$ cat src/rtl/lsu_pkg.sv
// lsu_pkg -- shared encodings and decode helpers for the load/store unit. rev 1.0
`default_nettype none

package lsu_pkg;

  localparam logic [2:0] F3_B  = 3'b000;
  localparam logic [2:0] F3_H  = 3'b001;
  localparam logic [2:0] F3_W  = 3'b010;
  localparam logic [2:0] F3_BU = 3'b100;
  localparam logic [2:0] F3_HU = 3'b101;

  localparam logic [3:0] STRB_NONE = 4'b0000;
  localparam logic [3:0] STRB_B    = 4'b0001;
  localparam logic [3:0] STRB_H    = 4'b0011;
  localparam logic [3:0] STRB_W    = 4'b1111;

  typedef enum logic [1:0] {
    S_IDLE = 2'd0,
    S_BUSY = 2'd1,
    S_DONE = 2'd2
  } lsu_state_t;

  typedef enum logic [1:0] {
    SZ_B = 2'd0,
    SZ_H = 2'd1,
    SZ_W = 2'd2
  } lsu_size_t;

  // Unused encodings (011, 110, 111) fall through to word.
  function automatic lsu_size_t decode_size(input logic [2:0] f3);
    case (f3[1:0])
      2'b00:   return SZ_B;
      2'b01:   return SZ_H;
      default: return SZ_W;
    endcase
  endfunction

  function automatic logic is_misaligned(input logic [2:0] f3, input logic [1:0] addr_lo);
    case (decode_size(f3))
      SZ_B:    return 1'b0;
      SZ_H:    return addr_lo[0];
      default: return addr_lo != 2'b00;
    endcase
  endfunction

endpackage

`default_nettype wire

$ cat src/rtl/lsu_align.sv
// lsu_align -- combinational store-lane replication/strobes and load extraction/extension. rev 1.0
`default_nettype none

module lsu_align
  import lsu_pkg::*;
(
  input  logic [2:0]  funct3,
  input  logic [1:0]  addr_lo,
  input  logic [31:0] store_data,
  input  logic [31:0] rdata,
  output logic [31:0] wdata,
  output logic [3:0]  wstrb,
  output logic [31:0] load_data
);

  lsu_size_t   size;
  logic        zext;
  logic [7:0]  byte_lane;
  logic [15:0] half_lane;

  always_comb begin
    size      = decode_size(funct3);
    zext      = (funct3 == F3_BU) || (funct3 == F3_HU);
    half_lane = addr_lo[1] ? rdata[31:16] : rdata[15:0];
    case (addr_lo)
      2'd0:    byte_lane = rdata[7:0];
      2'd1:    byte_lane = rdata[15:8];
      2'd2:    byte_lane = rdata[23:16];
      default: byte_lane = rdata[31:24];
    endcase

    wdata     = store_data;
    wstrb     = STRB_W;
    load_data = rdata;
    case (size)
      SZ_B: begin
        wdata     = {4{store_data[7:0]}};
        wstrb     = STRB_B << addr_lo;
        load_data = {{24{~zext & byte_lane[7]}}, byte_lane};
      end
      SZ_H: begin
        wdata     = {2{store_data[15:0]}};
        wstrb     = STRB_H << {addr_lo[1], 1'b0};
        load_data = {{16{~zext & half_lane[15]}}, half_lane};
      end
      default: ;
    endcase
  end

endmodule

`default_nettype wire

$ cat src/rtl/load_store_unit.sv
// load_store_unit -- MEM-stage data-bus master with pipeline stall, timeout and alignment. rev 1.0
`default_nettype none

module load_store_unit
  import lsu_pkg::*;
#(
  parameter int ADDR_WIDTH = 32,
  parameter int TIMEOUT    = 16
) (
  input  logic                  clk,
  input  logic                  rst,
  input  logic                  MemReadM,
  input  logic                  MemWriteM,
  input  logic [2:0]            funct3M,
  input  logic [31:0]           ALU_ResultM,
  input  logic [31:0]           WriteDataM,
  output logic                  StallM,
  output logic [31:0]           ReadDataW,
  output logic                  MisalignedM,
  output logic                  BusErrM,
  output logic                  mem_req,
  output logic                  mem_we,
  output logic [ADDR_WIDTH-1:0] mem_addr,
  output logic [31:0]           mem_wdata,
  output logic [3:0]            mem_wstrb,
  input  logic                  mem_ready,
  input  logic [31:0]           mem_rdata
);

  localparam int CNT_W = (TIMEOUT > 1) ? $clog2(TIMEOUT) : 1;

  lsu_state_t       state, state_next;
  logic [CNT_W-1:0] count;
  logic [2:0]       funct3_q;
  logic [1:0]       addr_lo_q;

  logic        access;
  logic        misaligned;
  logic        timed_out;
  logic [2:0]  align_f3;
  logic [1:0]  align_lo;
  logic [31:0] align_wdata;
  logic [31:0] align_load;
  logic [3:0]  align_wstrb;

  assign access     = MemReadM | MemWriteM;
  assign misaligned = is_misaligned(funct3M, ALU_ResultM[1:0]);

  // Stores are shaped from live inputs in IDLE; loads use the latched request in BUSY.
  assign align_f3 = (state == S_IDLE) ? funct3M : funct3_q;
  assign align_lo = (state == S_IDLE) ? ALU_ResultM[1:0] : addr_lo_q;

  lsu_align u_align (
    .funct3     (align_f3),
    .addr_lo    (align_lo),
    .store_data (WriteDataM),
    .rdata      (mem_rdata),
    .wdata      (align_wdata),
    .wstrb      (align_wstrb),
    .load_data  (align_load)
  );

  generate
    if (TIMEOUT != 0) begin : g_timeout
      assign timed_out = (count == CNT_W'(TIMEOUT - 1));
    end else begin : g_no_timeout
      assign timed_out = 1'b0;
    end
  endgenerate

  always_comb begin
    state_next = state;
    StallM     = 1'b0;
    case (state)
      S_IDLE: begin
        if (access && !misaligned) begin
          StallM     = 1'b1;
          state_next = S_BUSY;
        end
      end
      S_BUSY: begin
        StallM = 1'b1;
        if (mem_ready || timed_out) state_next = S_DONE;
      end
      default: state_next = S_IDLE;
    endcase
  end

  always_ff @(posedge clk) begin
    if (rst) begin
      state       <= S_IDLE;
      count       <= '0;
      funct3_q    <= '0;
      addr_lo_q   <= '0;
      ReadDataW   <= '0;
      MisalignedM <= 1'b0;
      BusErrM     <= 1'b0;
      mem_req     <= 1'b0;
      mem_we      <= 1'b0;
      mem_addr    <= '0;
      mem_wdata   <= '0;
      mem_wstrb   <= '0;
    end else begin
      state       <= state_next;
      MisalignedM <= (state == S_IDLE) && access && misaligned;
      BusErrM     <= 1'b0;
      case (state)
        S_IDLE: begin
          if (access && !misaligned) begin
            mem_req   <= 1'b1;
            mem_we    <= MemWriteM;
            mem_addr  <= {ALU_ResultM[ADDR_WIDTH-1:2], 2'b00};
            mem_wdata <= align_wdata;
            mem_wstrb <= MemWriteM ? align_wstrb : STRB_NONE;
            funct3_q  <= funct3M;
            addr_lo_q <= ALU_ResultM[1:0];
            count     <= '0;
          end
        end
        S_BUSY: begin
          if (mem_ready) begin
            mem_req <= 1'b0;
            if (!mem_we) ReadDataW <= align_load;
          end else if (timed_out) begin
            mem_req <= 1'b0;
            BusErrM <= 1'b1;
            if (!mem_we) ReadDataW <= '0;
          end else begin
            count <= count + CNT_W'(1);
          end
        end
        default: ;
      endcase
    end
  end

endmodule

`default_nettype wire

$ cat config.mk
export PLATFORM = sky130hd
export DESIGN_NAME = load_store_unit
export DESIGN_NICKNAME = d
export VERILOG_FILES = /design/src/rtl/lsu_pkg.sv /design/src/rtl/lsu_align.sv /design/src/rtl/load_store_unit.sv
export SDC_FILE = /design/constraint.sdc
export NUM_CORES = 1
export LEC_CHECK = 0
export CORE_MARGIN = 4
export CORE_UTILIZATION = 47
export CTS_BUF_LIST = sky130_fd_sc_hd__clkbuf_8
export CTS_CLUSTER_SIZE = 40
export DETAILED_ROUTE_END_ITERATION = 6
export GPL_ROUTABILITY_DRIVEN = 0
export HOLD_SLACK_MARGIN = 0.02
export PLACE_DENSITY = 0.93
export RECOVER_POWER = 100
export SYNTH_ARGS = -nofsm -noshare
export SYNTH_HDL_FRONTEND = slang
export SYNTH_SLANG_ARGS = --single-unit
export TNS_END_PERCENT = 30
$ cat constraint.sdc
create_clock -name clk -period 3.35 [get_ports clk]
set_input_delay 0.67 -clock clk [delete_from_list [all_inputs] [get_ports clk]]
set_output_delay 0.67 -clock clk [all_outputs]
set_load 0.03 [all_outputs]
==> run summary <==
status - finished clean
Crit. End Element - flip-flop
Post-Syn Area - 0.004890 mm^2
number of diodes - 0
Post-synth EDFFs - 0
post-CTS setup repair buffer count - 0
CTS buffer count - 17
cts repair resizes - 0
vias in the first global route - 5514
Seq cells post-synth - 113
most frequent cells in the layout - nand2_1 (129), dfxtp_1 (113), dlygate4sd3_1 (104), clkdlybuf4s50_1 (100), a21oi_1 (70)
Starting Density - 0.4912
number of nets with antenna violations after routing - 0
top cell type's share of synthesized area - 0.4626
Place WS - 215.6 ps
hold buffers post-CTS - 0
CP max stage cell - o21ai_0
Hold WC Path Type - flip-flop to flip-flop
Setup TNS Final - 0 ps
fraction of layout cells with a size suffix above 1 - 0.06922
Worst IR Drop VDD - 0.0003463 V
RSZ-0062 raised after global routing - false
Clock Skew - 12.35 ps
TritonCTS clock tree - yes
CP most frequent cell - o21ai_0
DR WL/cell - 18.54 um
Reg clk slew, reported paths - 80 ps
# DRC - 0
pin count of the biggest net entering global routing - 79
Final Power - 3.657 mW
WP data required - 3690 ps
Worst Path Arrival - 3300 ps
Sink Count - 113
area leader, netlist - dfxtp_1
worst-path cell chain - or2_1 > o21ai_0 > clkbuf_2 > o21ai_0 > nand3_1 > a311oi_1
Critical Path Max Stage Delay - 820 ps
Cells after Synth - 604
Die Area - 0.01210 mm^2
Die Y - 110 um
placed instance area - 0.007043 mm^2
Final Cycle Share - 0.8860
YS warnings - 0
final instance area - 0.007415 mm^2
Pwr per Cell Area - 493.2 mW/mm^2
Synth async-reset ratio - 0
Clock Tree Root - clkbuf_8
Rows - 36
Slew Limit Fails - 0
Yosys cell types - 56
max_slew headroom - 0.1472
Final Net Count - 901
htree depth - 4
startpoint types - flip-flop
Top delay family on crit path - compound AO/OA/AOI/OAI gates
vias per std cell - 5.860
Critical Setup Path Class - flip-flop to flip-flop
Layout Area Growth over Synthesis - 51.64%
Core ar. - 0.009955 mm^2
final worst slack - 381.8 ps
final hold violation count - 0
DP HPWL - 12660 um
leakage power - 3.072 nW
crit path buf inv count - 1
commonest non-fill, non-tap cell in the layout - nand2_1
Total GRT Usage - 0.2896
Pre-Repair DR Iteration Count - 5
Clock Latency Late Sink - 440 ps
maxcap violations - 0
Vias - 5520
f_max - 0.3369 GHz
initial DRC count - 443
grt ovf - 0
Ports - 209
Synth Flop Type - dfxtp_1
setup violators final - 0
final wirelength - 17470 um
CP max FO - 17
Die W - 110 um
final core utilization - 0.7448
initial antenna violation count - 0
fin crit period - 2968 ps
Worst-Margin Slew - 1277 ps
Synth area leaders - dfxtp_1 (46%), nand2_1 (9.9%), a21oi_1 (7.2%)
Max clock buf depth - 2
sequential-to-total area share from yosys stat - 0.4626
synthesized area per cell - 8.096 um^2
Port Buffers - 206
first-pass GRT wire length - 27170 um
-- cell type report --
| class | count | area [um^2] |
|---|---|---|
| Tap cell | 133 | 166.4 |
| Clock inverter | 12 | 116.4 |
| Fill cell | 718 | 2540 |
| Multi-Input combinational cell | 445 | 2441 |
| Clock buffer | 20 | 275.3 |
| Inverter | 1 | 3.754 |
| Sequential cell | 113 | 2262 |
| Timing Repair Buffer | 218 | 2150 |
-- power breakdown --
group	switching [mW]	total, mW	internal, mW	leakage (nW)
logic	0.539	0.902	0.363	1.94
registers	0.0537	1.49	1.43	0.923
clock network	0.562	1.27	0.708	0.207
-- cell usage after synthesis (all sizes together) (9+ instances only) --
| cell type | instances |
|---|---|
| nand3 | 13 |
| o21ai | 19 |
| a22o | 16 |
| a221oi | 9 |
| a311oi | 15 |
| nand2 | 129 |
| o211ai | 10 |
| a21o | 10 |
| dfxtp | 113 |
| nor2 | 66 |
| a21oi | 71 |
| nor3 | 20 |
| clkbuf | 38 |
| mux2i | 9 |
-- worst reg2reg max path, stage by stage, from the launching register on --
cell	delay, ps
dfxtp_1	670
or2_1	380
o21ai_0	230
clkbuf_2	280
o21ai_0	830
nand3_1	190
a311oi_1	300
-- flip-flops by register name (all words and copies together) (netlist names) --
name         count
funct3_q         3
mem_wdata       32
BusErrM          1
state            2
mem_we           1
ReadDataW       32
MisalignedM      1
addr_lo_q        2
mem_wstrb        4
mem_addr        30
count            4
mem_req          1
-- worst paths after layout --
check | from | to | slack, ps | depth (start not counted)
max reg2reg | state[1]$_SDFFE_PP0P_ | ReadDataW[0]$_SDFFE_PP0P_ | 380 | 6
max | state[1]$_SDFFE_PP0P_ | ReadDataW[0]$_SDFFE_PP0P_ | 380 | 6
min | mem_addr[2]$_SDFFE_PP0P_ | mem_addr[2]$_SDFFE_PP0P_ | 450 | 2
min reg2reg | mem_addr[2]$_SDFFE_PP0P_ | mem_addr[2]$_SDFFE_PP0P_ | 450 | 2
-- layer usage --
layer,part of all wire,up-vias,global-route usage
li1,-,2531,-
met4,0.031,0,0.1273
met2,0.49,369,0.4909
met1,0.36,2559,0.3164
met3,0.12,61,0.1200
met5,0,-,0
-- cell families after synthesis --
kind of cell / synth area share
adders and majority gates: 0.002558
buffers and inverters: 0.03992
DFF: 0.4626
other: 0.0007669
AOI/OAI and AO/OA: 0.2474
muxes: 0.02073
and+or+nand+nor: 0.2224
xor gates and xnor gates: 0.003583
-- metrics by stage --
stage	instances	hold slack (ps)
final	942	452.5
after CTS	942	454.2
after detailed placement	910	445.3
after global placement	910	441.1
after floorplan	605	431.8
after global routing	942	464.7
Note: power is estimated with default switching activity, not from simulation.
